==> src/rtl/sensors_pkg.sv <==
// Shared definitions for the sensor aggregator: FSM state encoding,
// default sizing parameters and a ceiling-log2 helper for width derivation.
package sensors_pkg;

    localparam int DEFAULT_NUM_SENSORS = 4;
    localparam int DEFAULT_DATA_W      = 8;

    typedef enum logic [1:0] {
        ST_IDLE   = 2'd0,
        ST_ACCUM  = 2'd1,
        ST_DIVIDE = 2'd2,
        ST_OUTPUT = 2'd3
    } state_t;

    // Ceiling log2; returns 0 for values of 0 or 1.
    function automatic int clog2(input int value);
        int result;
        int v;
        result = 0;
        v      = value - 1;
        while (v > 0) begin
            result = result + 1;
            v      = v >> 1;
        end
        return result;
    endfunction

endpackage

==> src/rtl/seq_divider.sv <==
// Restoring divider producing one quotient bit per cycle for exactly SUM_W
// cycles after start. done_o is asserted during the final step cycle and
// quotient_o carries the completed quotient in that same cycle, so the
// caller can register the result on the edge that finishes the division.
module seq_divider
    import sensors_pkg::*;
#(
    parameter int SUM_W = 10,
    parameter int CNT_W = 3,
    parameter int Q_W   = 8
) (
    input  logic             clk,
    input  logic             rst_n,
    input  logic             start_i,
    input  logic [SUM_W-1:0] dividend_i,
    input  logic [CNT_W-1:0] divisor_i,
    output logic             done_o,
    output logic [Q_W-1:0]   quotient_o
);

    localparam int CB = clog2(SUM_W + 1);
    localparam logic [CB-1:0] CNT_ONE  = {{(CB-1){1'b0}}, 1'b1};
    localparam logic [CB-1:0] CNT_LOAD = CB'(SUM_W);

    logic [SUM_W-1:0] quo_q, quo_d;
    logic [CNT_W-1:0] rem_q, rem_d;
    logic [CNT_W-1:0] div_q, div_d;
    logic [CB-1:0]    cnt_q, cnt_d;
    logic             busy_q, busy_d;

    logic [CNT_W:0]   rem_shift_s;
    logic [CNT_W:0]   rem_diff_s;
    logic             q_bit_s;
    logic [SUM_W-1:0] quo_step_s;
    logic [CNT_W-1:0] rem_step_s;

    // One restoring step: shift in the next dividend bit, subtract if it fits.
    always_comb begin
        rem_shift_s = {rem_q, quo_q[SUM_W-1]};
        rem_diff_s  = rem_shift_s - {1'b0, div_q};
        if (rem_shift_s >= {1'b0, div_q}) begin
            q_bit_s    = 1'b1;
            rem_step_s = rem_diff_s[CNT_W-1:0];
        end else begin
            q_bit_s    = 1'b0;
            rem_step_s = rem_shift_s[CNT_W-1:0];
        end
        quo_step_s = {quo_q[SUM_W-2:0], q_bit_s};
    end

    // Load on start, step while busy, stop after the last quotient bit.
    always_comb begin
        quo_d  = quo_q;
        rem_d  = rem_q;
        div_d  = div_q;
        cnt_d  = cnt_q;
        busy_d = busy_q;
        if (start_i) begin
            quo_d  = dividend_i;
            rem_d  = {CNT_W{1'b0}};
            div_d  = divisor_i;
            cnt_d  = CNT_LOAD;
            busy_d = 1'b1;
        end else if (busy_q) begin
            quo_d = quo_step_s;
            rem_d = rem_step_s;
            cnt_d = cnt_q - CNT_ONE;
            if (cnt_q == CNT_ONE) begin
                busy_d = 1'b0;
            end else begin
                busy_d = 1'b1;
            end
        end else begin
            busy_d = 1'b0;
        end
    end

    // Divider state registers.
    always_ff @(posedge clk or negedge rst_n) begin
        if (!rst_n) begin
            quo_q  <= {SUM_W{1'b0}};
            rem_q  <= {CNT_W{1'b0}};
            div_q  <= {CNT_W{1'b0}};
            cnt_q  <= {CB{1'b0}};
            busy_q <= 1'b0;
        end else begin
            quo_q  <= quo_d;
            rem_q  <= rem_d;
            div_q  <= div_d;
            cnt_q  <= cnt_d;
            busy_q <= busy_d;
        end
    end

    assign done_o     = busy_q && (cnt_q == CNT_ONE);
    assign quotient_o = quo_step_s[Q_W-1:0];

endmodule

==> src/rtl/sensors_aggregator.sv <==
// Sensor aggregator: accepts a vector of readings, drops zero (faulty)
// readings, and returns the round-half-up mean of the rest together with the
// number of readings used. One vector is in flight at a time.
// Optional build macro SENSORS_AGGREGATOR_HOLD_EN: an all-zero vector reports
// the last good height instead of 0.
module sensors_aggregator
    import sensors_pkg::*;
#(
    parameter int NUM_SENSORS = DEFAULT_NUM_SENSORS,
    parameter int DATA_W      = DEFAULT_DATA_W
) (
    input  logic                            clk,
    input  logic                            rst_n,
    input  logic                            in_valid,
    output logic                            in_ready,
    input  logic [NUM_SENSORS*DATA_W-1:0]   sensors,
    output logic                            out_valid,
    input  logic                            out_ready,
    output logic [DATA_W-1:0]               height,
    output logic [clog2(NUM_SENSORS+1)-1:0] valid_count,
    output logic                            all_invalid
);

    localparam int SUM_W = DATA_W + clog2(NUM_SENSORS);
    localparam int CNT_W = clog2(NUM_SENSORS + 1);
    localparam logic [CNT_W-1:0] CNT_ONE  = {{(CNT_W-1){1'b0}}, 1'b1};
    localparam logic [CNT_W-1:0] LAST_IDX = CNT_W'(NUM_SENSORS);

    state_t                          state_q, state_d;
    logic [NUM_SENSORS*DATA_W-1:0]   sensors_q, sensors_d;
    logic [SUM_W-1:0]                sum_q, sum_d;
    logic [CNT_W-1:0]                count_q, count_d;
    logic [CNT_W-1:0]                idx_q, idx_d;
    logic [DATA_W-1:0]               height_q, height_d;
    logic [CNT_W-1:0]                valid_count_q, valid_count_d;
    logic                            all_invalid_q, all_invalid_d;

    logic [DATA_W-1:0]               cur_reading_s;
    logic [DATA_W-1:0]               hold_height_s;
    logic [SUM_W-1:0]                dividend_s;
    logic                            div_start_s;
    logic                            div_done_s;
    logic [DATA_W-1:0]               div_quo_s;

    // The channel under examination always sits in the low slot of the shifted copy.
    assign cur_reading_s = sensors_q[DATA_W-1:0];
    // Adding half the divisor before dividing gives round-half-up.
    assign dividend_s    = sum_q + {{(SUM_W-CNT_W+1){1'b0}}, count_q[CNT_W-1:1]};

`ifdef SENSORS_AGGREGATOR_HOLD_EN
    logic [DATA_W-1:0] last_good_q, last_good_d;

    // Remember the most recent height computed from real readings.
    always_comb begin
        last_good_d = last_good_q;
        if ((state_q == ST_DIVIDE) && div_done_s) begin
            last_good_d = div_quo_s;
        end else begin
            last_good_d = last_good_q;
        end
    end

    // Last-good height register.
    always_ff @(posedge clk or negedge rst_n) begin
        if (!rst_n) begin
            last_good_q <= {DATA_W{1'b0}};
        end else begin
            last_good_q <= last_good_d;
        end
    end

    assign hold_height_s = last_good_q;
`else
    assign hold_height_s = {DATA_W{1'b0}};
`endif

    // Next-state and datapath control for the accept/accumulate/divide/output sequence.
    always_comb begin
        state_d       = state_q;
        sensors_d     = sensors_q;
        sum_d         = sum_q;
        count_d       = count_q;
        idx_d         = idx_q;
        height_d      = height_q;
        valid_count_d = valid_count_q;
        all_invalid_d = all_invalid_q;
        div_start_s   = 1'b0;
        case (state_q)
            ST_IDLE: begin
                if (in_valid) begin
                    sensors_d = sensors;
                    sum_d     = {SUM_W{1'b0}};
                    count_d   = {CNT_W{1'b0}};
                    idx_d     = {CNT_W{1'b0}};
                    state_d   = ST_ACCUM;
                end else begin
                    state_d = ST_IDLE;
                end
            end
            ST_ACCUM: begin
                if (idx_q == LAST_IDX) begin
                    // All channels seen: decide between empty result and division.
                    if (count_q == {CNT_W{1'b0}}) begin
                        height_d      = hold_height_s;
                        valid_count_d = {CNT_W{1'b0}};
                        all_invalid_d = 1'b1;
                        state_d       = ST_OUTPUT;
                    end else begin
                        div_start_s = 1'b1;
                        state_d     = ST_DIVIDE;
                    end
                end else begin
                    if (cur_reading_s != {DATA_W{1'b0}}) begin
                        sum_d   = sum_q + {{(SUM_W-DATA_W){1'b0}}, cur_reading_s};
                        count_d = count_q + CNT_ONE;
                    end else begin
                        sum_d   = sum_q;
                        count_d = count_q;
                    end
                    sensors_d = {{DATA_W{1'b0}}, sensors_q[NUM_SENSORS*DATA_W-1:DATA_W]};
                    idx_d     = idx_q + CNT_ONE;
                end
            end
            ST_DIVIDE: begin
                if (div_done_s) begin
                    height_d      = div_quo_s;
                    valid_count_d = count_q;
                    all_invalid_d = 1'b0;
                    state_d       = ST_OUTPUT;
                end else begin
                    state_d = ST_DIVIDE;
                end
            end
            ST_OUTPUT: begin
                if (out_ready) begin
                    state_d = ST_IDLE;
                end else begin
                    state_d = ST_OUTPUT;
                end
            end
            default: begin
                state_d = ST_IDLE;
            end
        endcase
    end

    // State and datapath registers; reset discards any vector in flight.
    always_ff @(posedge clk or negedge rst_n) begin
        if (!rst_n) begin
            state_q       <= ST_IDLE;
            sensors_q     <= {(NUM_SENSORS*DATA_W){1'b0}};
            sum_q         <= {SUM_W{1'b0}};
            count_q       <= {CNT_W{1'b0}};
            idx_q         <= {CNT_W{1'b0}};
            height_q      <= {DATA_W{1'b0}};
            valid_count_q <= {CNT_W{1'b0}};
            all_invalid_q <= 1'b0;
        end else begin
            state_q       <= state_d;
            sensors_q     <= sensors_d;
            sum_q         <= sum_d;
            count_q       <= count_d;
            idx_q         <= idx_d;
            height_q      <= height_d;
            valid_count_q <= valid_count_d;
            all_invalid_q <= all_invalid_d;
        end
    end

    seq_divider #(
        .SUM_W (SUM_W),
        .CNT_W (CNT_W),
        .Q_W   (DATA_W)
    ) u_div (
        .clk        (clk),
        .rst_n      (rst_n),
        .start_i    (div_start_s),
        .dividend_i (dividend_s),
        .divisor_i  (count_q),
        .done_o     (div_done_s),
        .quotient_o (div_quo_s)
    );

    assign in_ready    = (state_q == ST_IDLE);
    assign out_valid   = (state_q == ST_OUTPUT);
    assign height      = height_q;
    assign valid_count = valid_count_q;
    assign all_invalid = all_invalid_q;

endmodule

==> config.mk <==
export PLATFORM = sky130hd
export DESIGN_NAME = sensors_aggregator
export DESIGN_NICKNAME = d
export VERILOG_FILES = /design/src/rtl/sensors_pkg.sv /design/src/rtl/seq_divider.sv /design/src/rtl/sensors_aggregator.sv
export SDC_FILE = /design/constraint.sdc
export NUM_CORES = 1
export LEC_CHECK = 0
export BUFFER_PORTS_ARGS = -buffer_cell sky130_fd_sc_hd__buf_2
export CAP_MARGIN = 20
export CORE_ASPECT_RATIO = 2
export CORE_UTILIZATION = 53
export CTS_CLUSTER_SIZE = 30
export DETAILED_ROUTE_END_ITERATION = 16
export HOLD_SLACK_MARGIN = 0.12
export PLACE_DENSITY_LB_ADDON = 0.12
export REMOVE_ABC_BUFFERS = 1
export SKIP_CTS_REPAIR_TIMING = 1
export SYNTH_ARGS = -nofsm -noshare
export SYNTH_HDL_FRONTEND = slang
export SYNTH_HIERARCHICAL = 1
export SYNTH_SLANG_ARGS = --single-unit
export TNS_END_PERCENT = 1
==> constraint.sdc <==
create_clock -name clk -period 1.75 [get_ports clk]
set_input_delay 0.2625 -clock clk [delete_from_list [all_inputs] [get_ports clk]]
set_output_delay 0.2625 -clock clk [all_outputs]
set_load 0.05 [all_outputs]
==> results.py, run 1 <==
metrics = {
    "layout": {
        "drive_gt1_share_pct": 28.71,
        "area_growth_pct": 23.58,
        "fin_util_pct": 67.53,
        "fin_cells": 594,
        "nets": 551,
        "layout_commonest_cell": "dfrtp_1",
        "num_antenna_cells": 0,
        "fillers": 627,
        "final_cell_mix": "dfrtp_1 (82), nand2_1 (50), buf_2 (48)",
    },
    "routing": {
        "routed_wl_mm": 8.971,
        "via_per_inst": 5.478,
        "drt-initial-drc-count": 123,
        "ant_nets": 0,
        "vias": 3254,
        "drtPass1Iterations": 4,
        "route.detailed.drc": 0,
        "wire_per_inst_um": 15.10,
    },
    "setup_path": {
        "crit_path_end_kind": "register",
        "worstSetupPathType": "reg2reg",
        "r2r-end": "sum_q[6]",
        "critPathBufInv": 0,
        "cp-start-kind": "register",
        "timing.critical_path.from": "sensors_q[3]",
        "rr_worst_depth": 6,
        "cp_num_cells": 6,
        "path_cells": "ha_1 > o21ai_1 > a21oi_4 > o21a_1 > or3_1 > a32o_1",
        "reg2reg_slack_ns": -0.18,
        "critPathArrivalTime_ns": 2.15,
        "worstPathRequired_ns": 1.97,
        "critPathMaxFanout": 3,
        "cp_slowest_cell": "dfrtp_1",
        "r2r_start": "sensors_q[3]",
        "cp_slowest_stage_delay_ns": 0.42,
        "crit_family": "compound AO/OA/AOI/OAI gates",
        "setup.worst_path.end": "sum_q[6]",
    },
    "synth": {
        "async_flop_share_pct": 100.0,
        "synth-seq-cells": 83,
        "yosys.cell_types.count": 49,
        "yosysSeqAreaShare_pct": 47.85,
        "synth_edf_count": 0,
        "synthFlopType": "dfrtp_1",
        "syn_area_sq_um": 4340,
        "syn-instance-count": 413,
        "yosys_warnings": 6,
        "avgSynthCellArea_sq_um": 10.51,
    },
    "floorplan": {
        "fp.dieW_um": 65.99,
        "dieArea_sq_um": 8577,
        "die_y_um": 130.0,
        "start_util_pct": 54.65,
        "num_io_pins": 50,
        "rows": 46,
        "core_sq_um": 7943,
    },
    "placed_design": {
        "pre_cts_ws_ns": -0.2933,
        "dp_cells": 575,
        "dp_hpwl_mm": 6.782,
        "numPortBuffers": 49,
        "place_congestion": 0.8037,
    },
    "grt": {
        "grt_max_degree": 50,
        "globalRouteTotalUtil_pct": 22.93,
        "antenna_found_initial": 0,
        "grt_pass1_wl_mm": 14.62,
        "grt_overflow_total": 0,
        "grt_pass1_vias": 3227,
    },
    "flow_run": {
        "cap_violations": 0,
    },
    "cts": {
        "cts_buffer_depth": 2,
        "cts_root_buf": "clkbuf_16",
        "htreeDepth": 3,
        "clk_pin_slew_ns": 0.06,
        "cts_tree": "done",
        "clock_sinks": 83,
        "clock_latency_ns": 0.33,
        "cts_buffers": 9,
    },
    "timing": {
        "period_share_pct": 110.3,
        "max_freq_ghz": 0.5182,
        "hold_slack_ns": 0.1431,
        "finalClockSkew_ns": 0.006757,
        "hold_viol": 0,
        "layout_setup_ws_ns": -0.1796,
        "rsz0062_at_grt": "true",
        "setup_viol": 4,
        "worst_pin_slew_ns": 0.4598,
        "final_max_slew_viol_count": 0,
        "fin_crit_ns": 1.930,
        "slew-limit-headroom_pct": 69.21,
    },
    "pwr": {
        "power_density_nw_per_um2": 731.9,
        "peakVddDrop_mv": 0.6580,
        "p_leak_nw": 2.627,
    },
    "outcome": {
        "violations": "negative setup slack",
        "run_status": "finished, violations left",
    },
    "worst_hold_path": {
        "hold_class": "in2reg",
    },
}
==> state kept, by name, summed over array words and instances (netlist names) <==
name and flops:
u_div/busy_q 1, u_div/cnt_q 4, idx_q 3, count_q 3
state_q 2, valid_count 3, u_div/rem_q 3, height 8
all_invalid 1, sensors_q 32, u_div/div_q 3, u_div/quo_q 10
sum_q 10
==> routing by layer <==
layer | wire length (um) | GRT usage, %
met3 | 209 | 4.720
met2 | 5114 | 45.08
met5 | 0 | 0
met4 | 238 | 8.260
met1 | 3409 | 22.54
==> cell type report <==
type / instances / area (sq um) / area share [%]
Timing Repair Buffer: 99 / 664.4 / 12.39
Sequential cell: 83 / 2078 / 38.75
Clock inverter: 4 / 48.80 / 0.9097
Inverter: 15 / 56.30 / 1.050
Tap cell: 96 / 120.1 / 2.239
Clock buffer: 12 / 256.5 / 4.782
Multi-Input combinational cell: 285 / 2140 / 39.89
==> stage by stage <==
stage	TNS, ns	total power [mW]	area, sq um
2_1_floorplan	-89.95	1.969	4168
3_3_place_gp	-0.8580	2.057	4925
3_5_place_dp	-1.250	2.058	4925
4_1_cts	-1.396	3.967	5230
5_1_grt	-0.8339	4.054	5364
6_report	-0.4351	3.926	5364
==> Yosys cell counts (2+ instances only) <==
cell type  count  area (sq um)
dfrtp_1       83          2077
nand2_1       51         191.4
o21ai_0       45         225.2
mux2i_1       35         350.3
a22o_1        26         227.7
ha_1          19         237.7
inv_1         15         56.30
buf_4         13         97.59
a21oi_1       12         60.06
nor2_1        12         45.04
xnor2_1       10         87.58
buf_2          9         45.04
clkbuf_1       8         30.03
nand2b_1       7         43.79
a21o_1         5         37.54
nand3_1        5         25.02
xor2_1         5         43.79
and3_1         4         25.02
a31oi_1        3         18.77
fa_1           3         60.06
nand3_2        3         30.03
nand4_1        3         18.77
or3_1          3         18.77
a211oi_1       2         15.01
a32o_1         2         20.02
and2_1         2         12.51
mux2_2         2         22.52
nor2b_1        2         12.51
nor4_1         2         12.51
o211ai_1       2         15.01
o21a_1         2         15.01
==> how the worst min path moves through the flow <==
stage                 from       endpoint  cells past startpoint
2_1_floorplan        rst_n    all_invalid                      0
3_3_place_gp         rst_n      height[2]                      1
3_5_place_dp         rst_n      height[3]                      1
4_1_cts              rst_n      height[0]                      1
5_1_grt        sensors[27]  sensors_q[27]                      2
6_report       sensors[30]  sensors_q[30]                      2
==> worst reg2reg max path, cell delays in order (launching register included) <==
cell and delay [ns]:
dfrtp_1 0.42, ha_1 0.35, o21ai_1 0.25, a21oi_4 0.06, o21a_1 0.18, or3_1 0.31
a32o_1 0.25
==> report_power, final <==
group | internal [mW] | total, mW | switching [mW] | leakage [nW]
combinational | 0.0477 | 0.104 | 0.0563 | 1.34
clock | 1.18 | 1.90 | 0.722 | 0.153
sequential | 1.92 | 1.92 | 0 | 1.13
==> cells by family after synthesis <==
| group | Yosys count | share of synthesized area [%] |
|---|---|---|
| AOI/OAI and AO/OA | 106 | 16.11 |
| xor gates and xnor gates | 15 | 3.027 |
| adders and majority gates | 22 | 6.861 |
| buffers and inverters | 45 | 5.275 |
| DFF | 83 | 47.85 |
| muxes | 37 | 8.590 |
| and+or+nand+nor | 105 | 12.28 |
Note: power is estimated with default switching activity, not from simulation.
==> run 2: changes to the inputs <==
Settings changed: CORE_MARGIN set to 5.
==> run 2 against run 1 <==
Effect of this change: the flow still finishes with violations (negative setup slack); cell area down 0.68%; critical path depth is 2 higher; global-route usage decreased by 2.7 points; sequential share of layout area grew 0.24 points; sequential power hardly changed; clock-buffer cell count grew 3; cell count fell by 0.51%; wire length is 4.6% higher; power down 2.1%; largest power group unchanged.
==> results.py, run 2 (synthesis results as in run 1) <==
metrics = {
    "outcome": {
        "run_status": "finished, violations left",
        "violations": "negative setup slack",
    },
    "layout": {
        "drive_gt1_share_pct": 28.28,
        "largest_reg_flops": 32,
        "largest-register": "sensors_q",
        "layout_commonest_cell": "dfrtp_1",
        "top_regs": "sensors_q: 32 flops, sum_q: 10 flops, u_div/quo_q: 10 flops",
        "fin_cells": 591,
        "area_growth_pct": 22.74,
        "final_cell_mix": "dfrtp_1 (83), nand2_1 (50), buf_2 (48)",
        "nets": 548,
        "num_antenna_cells": 0,
        "fin_util_pct": 67.08,
    },
    "grt": {
        "busiest_layer": "met2",
        "grtUsageMet2_pct": 36.46,
        "grt_max_degree": 52,
        "globalRouteTotalUtil_pct": 20.19,
        "globalRouteMet3Util_pct": 3.193,
        "antenna_found_initial": 0,
        "use_met1_pct": 21.57,
        "grt_pass1_vias": 3434,
        "grt_pass1_wl_mm": 15.72,
        "grt_overflow_total": 0,
    },
    "pwr": {
        "peakVddDrop_mv": 0.6069,
        "power_density_nw_per_um2": 721.2,
        "p_leak_nw": 2.613,
    },
    "timing": {
        "slew-limit-headroom_pct": 69.26,
        "period_share_pct": 110.1,
        "layout_setup_ws_ns": -0.1767,
        "hold_viol": 0,
        "final_max_slew_viol_count": 0,
        "fin_crit_ns": 1.927,
        "rsz0062_at_grt": "true",
        "max_freq_ghz": 0.5190,
        "worst_pin_slew_ns": 0.4591,
        "setup_viol": 10,
        "finalClockSkew_ns": 0.004960,
    },
    "cts": {
        "clock_latency_ns": 0.33,
        "cts_buffers": 9,
        "htreeDepth": 3,
        "clock_sinks": 83,
        "clk_pin_slew_ns": 0.06,
        "cts_buffer_depth": 2,
        "cts_root_buf": "clkbuf_16",
        "cts_tree": "done",
    },
    "worst_hold_path": {
        "min_path_cells": 2,
        "hold_class": "in2reg",
        "holdPathEnd": "state_q[1]",
        "hp-start": "out_ready",
    },
    "setup_path": {
        "critPathMaxFanout": 3,
        "rr_worst_depth": 8,
        "worstSetupPathType": "reg2reg",
        "critPathArrivalTime_ns": 2.14,
        "r2r_start": "sensors_q[0]",
        "worstPathRequired_ns": 1.97,
        "reg2reg_slack_ns": -0.18,
        "crit_path_end_kind": "register",
        "cp-start-kind": "register",
        "r2r-end": "sum_q[6]",
    },
    "placed_design": {
        "dp_hpwl_mm": 7.045,
        "dp_cells": 573,
        "numPortBuffers": 49,
        "place_congestion": 0.9326,
    },
    "floorplan": {
        "core_sq_um": 7943,
        "fp.dieW_um": 73.99,
        "die_y_um": 138.0,
        "rows": 46,
        "start_util_pct": 54.65,
        "dieArea_sq_um": 10210,
        "num_io_pins": 50,
    },
    "routing": {
        "route.detailed.drc": 0,
        "ant_nets": 0,
        "wire_per_inst_um": 15.88,
        "vias": 3264,
        "routed_wl_mm": 9.385,
        "via_per_inst": 5.523,
        "drt-initial-drc-count": 127,
        "drtPass1Iterations": 5,
    },
    "flow_run": {
        "cap_violations": 0,
    },
}
## run 2: worst max path at each step
stage / from / end / slack (ns) / depth (start not counted)
2_1_floorplan: state_q[0] / sensors_q[0] / -1.95 / 2
3_3_place_gp: sensors_q[0] / sum_q[8] / -0.27 / 8
3_5_place_dp: sensors_q[0] / sum_q[8] / -0.29 / 8
4_1_cts: sensors_q[0] / sum_q[8] / -0.30 / 8
5_1_grt: sensors_q[0] / sum_q[6] / -0.24 / 8
6_report: sensors_q[0] / sum_q[6] / -0.18 / 8
## run 2: stage by stage
stage / setup WS [ns] / hold slack (ns) / area [sq um] / TNS [ns] / power [mW]
3_5_place_dp: -0.2913 / 0.2106 / 4910 / -1.374 / 2.060
5_1_grt: -0.2407 / 0.1244 / 5328 / -2.028 / 3.974
2_1_floorplan: -1.952 / -0.03309 / 4168 / -89.95 / 1.969
4_1_cts: -0.3031 / -0.1408 / 5202 / -1.530 / 3.880
6_report: -0.1767 / 0.1249 / 5328 / -0.5823 / 3.842
3_3_place_gp: -0.2664 / 0.2088 / 4910 / -0.7291 / 2.059
## run 2: worst max-delay path, stage by stage, from the launching register on
cell      delay, ns
dfrtp_1        0.40
ha_2           0.20
inv_2          0.06
fa_2           0.19
nand2b_4       0.15
a21oi_4        0.07
o21a_1         0.20
or3_1          0.30
a32o_1         0.25
## run 2: report_power, final
part / internal, mW / switching, mW / total, mW
clock: 1.12 / 0.704 / 1.82
sequential: 1.92 / 0 / 1.92
combinational: 0.0476 / 0.0564 / 0.104
total: 3.08 / 0.760 / 3.84
## run 2: final cells by class
cell class                 instances  area, sq um
timing repair buffer              96        639.4
clock inverter                     1        5.005
tap                               96        120.1
inverter                          15        56.30
sequential                        83         2077
fill                             647         2615
multi-input combinational        285         2142
clock buffer                      15        287.8
## run 2: per-layer routing
layer | vias to the layer above | routed length (um)
li1 | 1612 | -
met1 | 1576 | 3486
met2 | 56 | 5280
met3 | 20 | 257
met4 | 0 | 360
met5 | - | 0
